### config.mk
export PLATFORM = sky130hd
export DESIGN_NAME = des_key_sched_flat
export DESIGN_NICKNAME = d
export VERILOG_FILES = /design/src/rtl/des_key_sched_if.sv /design/src/rtl/des_key_sched.sv /design/src/flat_wrapper.sv
export SDC_FILE = /design/constraint.sdc
export NUM_CORES = 2
export LEC_CHECK = 0
export CAP_MARGIN = 15
export CORE_MARGIN = 5
export CORE_UTILIZATION = 58
export CTS_BUF_LIST = sky130_fd_sc_hd__clkbuf_4
export DETAILED_ROUTE_END_ITERATION = 16
export GPL_ROUTABILITY_DRIVEN = 0
export PLACE_DENSITY_LB_ADDON = 0.12
export SYNTH_ARGS = -nofsm -noshare
export SYNTH_HDL_FRONTEND = slang
export SYNTH_SLANG_ARGS = --single-unit
### constraint.sdc
create_clock -name clk -period 2.65 [get_ports clk]
set_input_delay 0.265 -clock clk [delete_from_list [all_inputs] [get_ports clk]]
set_output_delay 0.265 -clock clk [all_outputs]
set_load 0.02 [all_outputs]
### src/rtl/des_key_sched_if.sv
// Request/read bundle between the 3DES controller and the subkey scheduler.
interface des_key_sched_if #(
  parameter int unsigned SKW = 48
);
  logic           load;
  logic [191:0]   keys;
  logic           is_encrypt;
  logic [5:0]     rd_idx;
  logic [SKW-1:0] rd_key;
  logic           busy;
  logic           ready;
  logic           parity_err;

  modport master (
    output load, keys, is_encrypt, rd_idx,
    input  rd_key, busy, ready, parity_err
  );

  modport slave (
    input  load, keys, is_encrypt, rd_idx,
    output rd_key, busy, ready, parity_err
  );
endinterface

### src/rtl/des_key_sched.sv
// Triple-DES subkey scheduler: expands K1/K2/K3 into 48 round subkeys, one per cycle,
// stored in execution order. Optional key byte parity check: KEY_PARITY_CHECK_EN.
module des_key_sched #(
  parameter int unsigned NSUB = 48,
  parameter int unsigned SKW  = 48
) (
  input logic            clk,
  input logic            n_rst,
  des_key_sched_if.slave bus
);

  localparam logic [1:0] IDLE = 2'd0;
  localparam logic [1:0] GEN  = 2'd1;
  localparam logic [1:0] DONE = 2'd2;

  // Bit r set means round r rotates by one; all other rounds rotate by two.
  localparam logic [15:0] ONE_SHIFT = 16'b1000_0001_0000_0011;

  localparam int unsigned PC1_T [56] = '{
    57, 49, 41, 33, 25, 17,  9,  1, 58, 50, 42, 34, 26, 18,
    10,  2, 59, 51, 43, 35, 27, 19, 11,  3, 60, 52, 44, 36,
    63, 55, 47, 39, 31, 23, 15,  7, 62, 54, 46, 38, 30, 22,
    14,  6, 61, 53, 45, 37, 29, 21, 13,  5, 28, 20, 12,  4
  };

  localparam int unsigned PC2_T [48] = '{
    14, 17, 11, 24,  1,  5,  3, 28, 15,  6, 21, 10,
    23, 19, 12,  4, 26,  8, 16,  7, 27, 20, 13,  2,
    41, 52, 31, 37, 47, 55, 30, 40, 51, 45, 33, 48,
    44, 49, 39, 56, 34, 53, 46, 42, 50, 36, 29, 32
  };

  // Table positions are 1-based from the MSB, as in FIPS 46-3.
  function automatic logic [55:0] pc1(input logic [63:0] k);
    logic [55:0] r;
    r = '0;
    for (int unsigned i = 0; i < 56; i++) begin
      r[55-i] = k[6'(64 - PC1_T[i])];
    end
    return r;
  endfunction

  function automatic logic [47:0] pc2(input logic [55:0] cd);
    logic [47:0] r;
    r = '0;
    for (int unsigned i = 0; i < 48; i++) begin
      r[47-i] = cd[6'(56 - PC2_T[i])];
    end
    return r;
  endfunction

  function automatic logic [27:0] rotl28(input logic [27:0] x, input logic one);
    return one ? {x[26:0], x[27]} : {x[25:0], x[27:26]};
  endfunction

  logic [1:0]     state_q, state_d;
  logic [3:0]     round_q, round_d;
  logic [1:0]     stage_q, stage_d;
  logic [191:0]   keys_q, keys_d;
  logic           enc_q, enc_d;
  logic [27:0]    c_q, c_d;
  logic [27:0]    d_q, d_d;
  logic [SKW-1:0] table_q [NSUB];

  logic           rev;
  logic [63:0]    stage_key;
  logic [55:0]    cd_init;
  logic [27:0]    c_src, d_src, c_rot, d_rot;
  logic [47:0]    subkey;
  logic [5:0]     waddr;
  logic           gen_we;

  always_comb begin
    rev       = enc_q ? (stage_q == 2'd1) : (stage_q != 2'd1);
    stage_key = keys_q[127:64];
    if (stage_q == 2'd0) begin
      stage_key = enc_q ? keys_q[63:0] : keys_q[191:128];
    end else if (stage_q == 2'd2) begin
      stage_key = enc_q ? keys_q[191:128] : keys_q[63:0];
    end
    cd_init = pc1(stage_key);
    c_src   = (round_q == 4'd0) ? cd_init[55:28] : c_q;
    d_src   = (round_q == 4'd0) ? cd_init[27:0]  : d_q;
    c_rot   = rotl28(c_src, ONE_SHIFT[round_q]);
    d_rot   = rotl28(d_src, ONE_SHIFT[round_q]);
    subkey  = pc2({c_rot, d_rot});
    // Reverse stages fill their 16-entry block from the top: 15-round == ~round.
    waddr   = {stage_q, rev ? ~round_q : round_q};
    gen_we  = (state_q == GEN) && !bus.load;
  end

  always_comb begin
    state_d = state_q;
    round_d = round_q;
    stage_d = stage_q;
    keys_d  = keys_q;
    enc_d   = enc_q;
    c_d     = c_q;
    d_d     = d_q;
    if (bus.load) begin
      state_d = GEN;
      round_d = '0;
      stage_d = '0;
      keys_d  = bus.keys;
      enc_d   = bus.is_encrypt;
    end else if (state_q == GEN) begin
      c_d     = c_rot;
      d_d     = d_rot;
      round_d = round_q + 4'd1;
      if (round_q == 4'd15) begin
        if (stage_q == 2'd2) begin
          state_d = DONE;
        end else begin
          stage_d = stage_q + 2'd1;
        end
      end
    end
  end

  always_ff @(posedge clk or negedge n_rst) begin
    if (!n_rst) begin
      state_q <= IDLE;
      round_q <= '0;
      stage_q <= '0;
      keys_q  <= '0;
      enc_q   <= 1'b0;
      c_q     <= '0;
      d_q     <= '0;
    end else begin
      state_q <= state_d;
      round_q <= round_d;
      stage_q <= stage_d;
      keys_q  <= keys_d;
      enc_q   <= enc_d;
      c_q     <= c_d;
      d_q     <= d_d;
    end
  end

  always_ff @(posedge clk or negedge n_rst) begin
    if (!n_rst) begin
      for (int unsigned i = 0; i < NSUB; i++) begin
        table_q[i] <= '0;
      end
    end else if (gen_we) begin
      table_q[waddr] <= subkey;
    end
  end

  assign bus.rd_key = (32'(bus.rd_idx) < NSUB) ? table_q[bus.rd_idx] : '0;
  assign bus.busy   = (state_q == GEN);
  assign bus.ready  = (state_q == DONE);

`ifdef KEY_PARITY_CHECK_EN
  logic parity_err_q, parity_err_d;

  // DES keys carry odd parity per byte; any even-parity byte flags the bundle.
  always_comb begin
    parity_err_d = 1'b0;
    for (int unsigned i = 0; i < 24; i++) begin
      if (!(^bus.keys[i*8 +: 8])) begin
        parity_err_d = 1'b1;
      end
    end
  end

  always_ff @(posedge clk or negedge n_rst) begin
    if (!n_rst) begin
      parity_err_q <= 1'b0;
    end else if (bus.load) begin
      parity_err_q <= parity_err_d;
    end
  end

  assign bus.parity_err = parity_err_q;
`else
  assign bus.parity_err = 1'b0;
`endif

endmodule

### src/flat_wrapper.sv
// flat-port wrapper written by rule: the top's interface ports become plain ports
module des_key_sched_flat 
#(
  parameter int unsigned NSUB = 48,
  parameter int unsigned SKW  = 48
)
  (clk, n_rst, bus_load, bus_keys, bus_is_encrypt, bus_rd_idx, bus_rd_key, bus_busy, bus_ready, bus_parity_err);
  des_key_sched_if #(.SKW(SKW)) bus_i ();
  input logic clk;
  input logic n_rst;
  input wire logic [$bits(bus_i.load)-1:0] bus_load;
  input wire logic [$bits(bus_i.keys)-1:0] bus_keys;
  input wire logic [$bits(bus_i.is_encrypt)-1:0] bus_is_encrypt;
  input wire logic [$bits(bus_i.rd_idx)-1:0] bus_rd_idx;
  output wire logic [$bits(bus_i.rd_key)-1:0] bus_rd_key;
  output wire logic [$bits(bus_i.busy)-1:0] bus_busy;
  output wire logic [$bits(bus_i.ready)-1:0] bus_ready;
  output wire logic [$bits(bus_i.parity_err)-1:0] bus_parity_err;
  assign bus_i.load = bus_load;
  assign bus_i.keys = bus_keys;
  assign bus_i.is_encrypt = bus_is_encrypt;
  assign bus_i.rd_idx = bus_rd_idx;
  assign bus_rd_key = bus_i.rd_key;
  assign bus_busy = bus_i.busy;
  assign bus_ready = bus_i.ready;
  assign bus_parity_err = bus_i.parity_err;
  des_key_sched #(.NSUB(NSUB), .SKW(SKW)) u_core (.clk(clk), .n_rst(n_rst), .bus(bus_i));
endmodule
* Word level (Yosys, flattened, before mapping)
Memories as Yosys holds them, arrays and structs flattened. Index checks and enable logic that the tools add are counted. Widths: inputs -> output; s select.
Cells by class: bitwise gates (word level) 4, shifts and indexed selects 0, multipliers 0, muxes and demuxes 28, equality and inequality tests 7, reduce and logical (&&, ||, !) cells 11, divide/modulo/power cells 0, $add $sub $neg 2, magnitude comparators 5
Operators with widths (count):
- $bwmux 2304 | 1
- $bmux 48 s6 | 1
- $demux 48 s6 | 1
- $mux 64 | 4
- $mux 48 | 4
- $mux 28 | 4
- $mux 2 | 8
- $ge 7x7->1 const B | 2
- $not 6->7 | 2
- $mux 4 | 3
- $lt 7x1->1 const B | 1
- $lt 6x6->1 const B | 1
- $reduce_and 3->1 | 2
- $reduce_bool 2->1 | 3
- $lt 4x5->1 const B | 1
- $add 4x1->4 const B | 1
- $eq 2x1->1 const B | 2
- $eq 2x2->1 const B | 2
- $eq 4x4->1 const B | 1
- $logic_not 4->1 | 1
- $not 4->4 | 1
- $add 2x1->2 const B | 1
- $logic_and 1x1->1 | 2
- $logic_not 2->1 | 1
- other kinds (6) | 7
Word-level totals: bits in registers 2561, memory bits (read-only) 16, output and inout bits 51, input port bits 202, logic and storage cells 113, memories kept 1, bits in latches 0, bits in writable memories 0
Memories:
- (no name shown) | words 16, bits a word 1, rd ports 1, clocked after memory_dff 0, wr ports 0, RTL line des_key_sched.sv:84 | c_rot = rotl28(c_src, ONE_SHIFT[round_q]);

* Logic depth before layout (Yosys ltp)
word-level depth 9, gate-level depth with buffers 12, depth with buffers taken out 7

* Least setup slack after synthesis
Ideal clock, no wire load.
path type input-to-output, start point input bus_rd_idx[0], end point output bus_rd_key[21], setup slack 0.019 ns, arrival time 2.366 ns, path buffers 3, stages on the path 7, data required time 2.385 ns, cell sequence buf_2 > buf_2 > buf_1 > mux4_2 > mux2_2 > a221oi_1 > o22ai_1
Between the ends: word-level cells in the longest chain between the ends 5, elaborated cells on any way between the ends 6, those cells by class 1 x order compare; 4 x mux; 1 x bitwise
Ends and longest elaborated chain:
- from (decl) | RTL line flat_wrapper.sv:14 | input wire logic [$bits(bus_i.rd_idx)-1:0] bus_rd_idx;
- $not 6->7 (not written as such) | RTL line des_key_sched.sv:150 | assign bus.rd_key = (32'(bus.rd_idx) < NSUB) ? table_q[bus.rd_idx] : '0;
- $bmux 48 s6 | RTL line des_key_sched.sv:150
- $mux 48 (not written as such) (2 in a row) | RTL line des_key_sched.sv:150
- $mux 48 (*) | RTL line des_key_sched.sv:150
- to (decl) | RTL line flat_wrapper.sv:15 | output wire logic [$bits(bus_i.rd_key)-1:0] bus_rd_key;
Mark *: on every way between the ends. The rest lies on a longest branch, timed or not. The select of a mux whose other input is x is not followed.

* Final worst setup path
start point register u_core.enc_q, end point register u_core.table_q[477] (netlist bit)
Between the ends: word-level cells in the longest chain between the ends 8, elaborated cells on any way between the ends 15, those cells by class 2 x order compare; 11 x mux; 1 x bitwise; 1 x reduce/logical
Ends and longest elaborated chain:
- from (decl) | RTL line des_key_sched.sv:60 | logic enc_q, enc_d;
- from (signal assigned) | RTL line des_key_sched.sv:134 | enc_q <= enc_d;
- $mux 1 | RTL line des_key_sched.sv:74 | rev = enc_q ? (stage_q == 2'd1) : (stage_q != 2'd1);
- $mux 4 | RTL line des_key_sched.sv:88 | waddr = {stage_q, rev ? ~round_q : round_q};
- $not 6->7 (not written as such) | RTL line des_key_sched.sv:146 | table_q[waddr] <= subkey;
- $ge 7x7->1 (not written as such) / $lt 7x1->1 (equally long branches) | RTL line des_key_sched.sv:146
- $logic_and 1x1->1 (not written as such) | RTL line des_key_sched.sv:146
- $mux 48 (not written as such) | RTL line des_key_sched.sv:146
- $demux 48 s6 | RTL line des_key_sched.sv:146
- $bwmux 2304 (*) | RTL line des_key_sched.sv:146
- to (signal, indexed assignment) | RTL line des_key_sched.sv:146
- to (decl) | RTL line des_key_sched.sv:63 | logic [SKW-1:0] table_q [NSUB];
Mark *: on every way between the ends. The rest lies on a longest branch, timed or not. A chain may end at the register's enable or synchronous reset.

==> summary.txt <==
Drt
  – DR top layer: met5
  – DRC viols: 0
  – Detailed Route Iter0 Violations: 12,700
  – Wire per inst: 30.2 um
  – Detail Route Antenna Nets: 0
  – WL met2: between 150,000 and 200,000 um
  – Drt pass-1 iters: 16
  – DRT met1 WL: around 150,000 um
  – Vias post-DR: 96,700
  – Routed wire length: about 440,000 um
  – DR WL met3: 54,900 um
  – Via density per instance: 6.59

Final layout
  – Layout cells sized above 1: ~28%
  – Commonest cells after routing, fill and taps aside: 2,536 x dfrtp_1, 2,475 x nand2_1, 1,813 x o21ai_0
  – Area grow syn2layout: 28.2%
  – Final net count: 11,900
  – Design Area, Final: roughly 140,000 sq um
  – Commonest non-fill, non-tap cell in the layout: dfrtp_1

Timing
  – Tightest Pin Transition: 1.81 ns
  – Tcrit/Tclk final: 153%
  – Final Skew: 0.182 ns
  – Final min period: 4.06 ns
  – Final WS setup: -1.41 ns
  – # setup viols final: about 2,400
  – RSZ-0062 raised after global routing: yes
  – Slew headroom: -21.5%
  – Max Clock Freq: 246 MHz
  – Slew Viols, Final: 2
  – TNS Setup: -748.16 ns
  – Count of final hold-check violations: 0

Logic synthesis
  – YS warnings: 0
  – Largest family of logic cells by synthesized area: multiplexers
  – Number of flops mapped to enable cells by yosys: 0
  – Post-synthesis register bit count: approximately 2,500
  – Mux cell area share after synthesis: 15.8%
  – Post-synth cell types: 53
  – Top_reg_cell synth: dfrtp_1
  – Syn Inst Count: between 10,000 and 15,000
  – Syn Nets: 10,700
  – Avg Cell Area, Syn: around 11 sq um
  – Xor and xnor area share after synthesis: less than 1%
  – Seq/Total Area, Yosys: 56.4%
  – Post-Syn Area: ~110,000 sq um
  – Synth Area in Adders: 0.0556%
  – Synth Area in Simple Gates: 9.29%
  – Async S/R FF share, synth: 100%
  – Compound-cell area share of the yosys netlist: 14.1%

Global routing
  – GRT overflow: 0
  – First-pass GRT wire length: 617,000 um
  – Largest net degree at the start of global routing: 175
  – Total GRT Usage: 40.7%
  – Number of global-route vias before repair: 96,100
  – Initial antenna violation count: 23

Outcome
  – Failing checks: max-capacitance violations, max-slew violations, negative setup slack
  – Status: complete, but fails checks

Worst setup path
  – Setup CP Type: reg -> reg
  – Most numerous cell on the critical path: buf_4
  – Buf/Inv on CP: 4
  – Crit-path cells: buf_12 > buf_4 > mux2i_1 > a211oi_1 > a211oi_4 > buf_4 > o22a_4 > bufbuf_16 > o21ai_0
  – Highest cell delay on the worst timing path: 1.09 ns
  – CP required: roughly 4 ns
  – Crit path max-delay cell type: mux2i_1
  – Setup crit start kind: register
  – Crit path DAT: around 5.4 ns
  – Setup crit end kind: register
  – CP top delay family: compound AO/OA/AOI/OAI gates
  – Crit-path max FO: 24

Die
  – Die ar.: 203,000 sq um
  – Width of the chip: 451 um
  – Starting density of the core: 58.4%
  – Core area: roughly 190,000 sq um
  – Die Y: 451 um
  – Ports: between 200 and 300
  – Std-Cell Rows: 161

Clock network
  – CTS tree: built
  – Reg clk slew, reported paths: 0.07 ns
  – Clock insertion delay at the later pin of the skew report: 1.60 ns
  – CTS Buf Count: 667
  – CTS sink cnt: 2,537
  – H-tree levels: 6
  – Clock Tree Buf Depth: 4
  – Clock Tree Root: clkbuf_4

Place
  – Placed cell areas: roughly 120,000 sq um
  – DP HPWL: 227,000 um
  – Port Buffer Count: 227

Worst hold path
  – Worst hold path type: in -> reg

Power and ir drop
  – VDD IR-drop max: 0.513 mV
  – Cell Pwr Density: ~800 nW/um^2
  – Leakage power total: around 65 nW

Flow run
  – Max-cap violations: 1
## sequential cells by signal (all words and copies together) (netlist names)
register	count
u_core.table_q	2304
u_core.keys_q	168
u_core.c_q	28
u_core.d_q	28
u_core.round_q	4
u_core.stage_q	2
u_core.state_q	2
u_core.enc_q	1
## Yosys cell counts, types with 9 or more instances
| cell | number | area (sq um) |
|---|---|---|
| a211oi_2 | 9 | 113 |
| clkbuf_2 | 85 | 425 |
| a211oi_1 | 45 | 338 |
| o21ai_0 | 2140 | 10700 |
| o22ai_1 | 64 | 400 |
| mux4_2 | 480 | 10800 |
| nor2_1 | 151 | 567 |
| inv_1 | 55 | 206 |
| a221oi_1 | 48 | 420 |
| o22a_1 | 15 | 131 |
| a211o_1 | 25 | 219 |
| a21oi_1 | 149 | 746 |
| a22oi_1 | 49 | 368 |
| mux2_2 | 266 | 3000 |
| clkbuf_1 | 568 | 2130 |
| nor3_1 | 13 | 65.1 |
| nand4_1 | 50 | 313 |
| buf_2 | 351 | 1760 |
| mux2i_1 | 403 | 4030 |
| dfrtp_1 | 2537 | 63500 |
| buf_1 | 40 | 150 |
| o21ai_1 | 309 | 1550 |
| o311a_1 | 48 | 480 |
| nand2_1 | 2482 | 9320 |
## routing by layer
| metal | track usage [%] | up-vias |
|---|---|---|
| met5 | 0 | - |
| met2 | 61.5 | 7048 |
| met3 | 11.8 | 2261 |
| li1 | - | 39400 |
| met1 | 51.3 | 47900 |
| met4 | 27.3 | 16 |
## final cells by class
cell class | instances | area [sq um]
multi-input cells | 6825 | 48200
well taps | 2526 | 3160
clock inverters | 118 | 543
diodes | 17 | 42.5
repair buffers | 1609 | 21200
inverters | 56 | 244
flip-flops and latches | 2537 | 63500
clock buffers | 980 | 7360
fillers | 12100 | 48500
## repair_timing
action,4_1_cts,5_1_grt
pin swaps,92,248
resized for setup,676,625
cloned,93,51
endpoints found under the setup margin,1494,2401
buffers inserted,120,128
hold buffers,343,0
hold endpoints to repair,4752,0
## report_power, final
group	internal, mW	leakage (nW)	switching (mW)	total, mW
Combinational	15.1	26.3	18.7	33.8
Sequential	45.1	34.1	4.00	49.1
Clock	17.0	4.79	16.8	33.9
## cell families after synthesis
group / Yosys count
buffers and inverters: 1113
flip-flops: 2537
XOR/XNOR: 9
adder cells (fa/ha/maj): 5
multiplexers: 1149
AND/OR/NAND/NOR: 2724
other: 1
AO/OA/AOI/OAI: 2937
## through the flow
| step | util [%] | std cells | setup WS, ns | hold WS [ns] | power (mW) |
|---|---|---|---|---|---|
| 2_1_floorplan | - | 10500 | 0.0187 | -0.0306 | 60.5 |
| 3_3_place_gp | 63.9 | 12800 | -0.547 | 0.316 | 68.7 |
| 3_5_place_dp | 63.9 | 12800 | -0.570 | 0.314 | 69.7 |
| 4_1_cts | 72.9 | 14500 | -1.17 | 0.0141 | 111 |
| 5_1_grt | 74.8 | 14700 | -1.24 | 0.240 | 121 |
| 6_report | 74.8 | 14700 | -1.41 | 0.0739 | 117 |
## worst register-to-register path, delay by kind of cell (launching register included)
| kind | cells | cell delay (ns) |
|---|---|---|
| buffers and inverters | 4 | 0.92 |
| DFF | 1 | 0.45 |
| muxes | 1 | 1.09 |
| AOI/OAI and AO/OA | 4 | 1.39 |
## final timing paths
kind,startpoint,endpoint,slack (ns),depth (start not counted)
max,u_core.enc_q$_DFFE_PN0P_,u_core.table_q[477]$_DFFE_PN0P_,-1.41,9
min,bus_keys[151],u_core.keys_q[151]$_DFFE_PN0P_,0.07,3
max reg2reg,u_core.enc_q$_DFFE_PN0P_,u_core.table_q[477]$_DFFE_PN0P_,-1.41,9
min reg2reg,u_core.table_q[1302]$_DFFE_PN0P_,u_core.table_q[1302]$_DFFE_PN0P_,0.47,2
max in group asynchronous,n_rst,u_core.table_q[834]$_DFFE_PN0P_,0.90,6
min in group asynchronous,n_rst,u_core.table_q[1447]$_DFFE_PN0P_,0.47,4
Power figures use the tool's default switching activity.
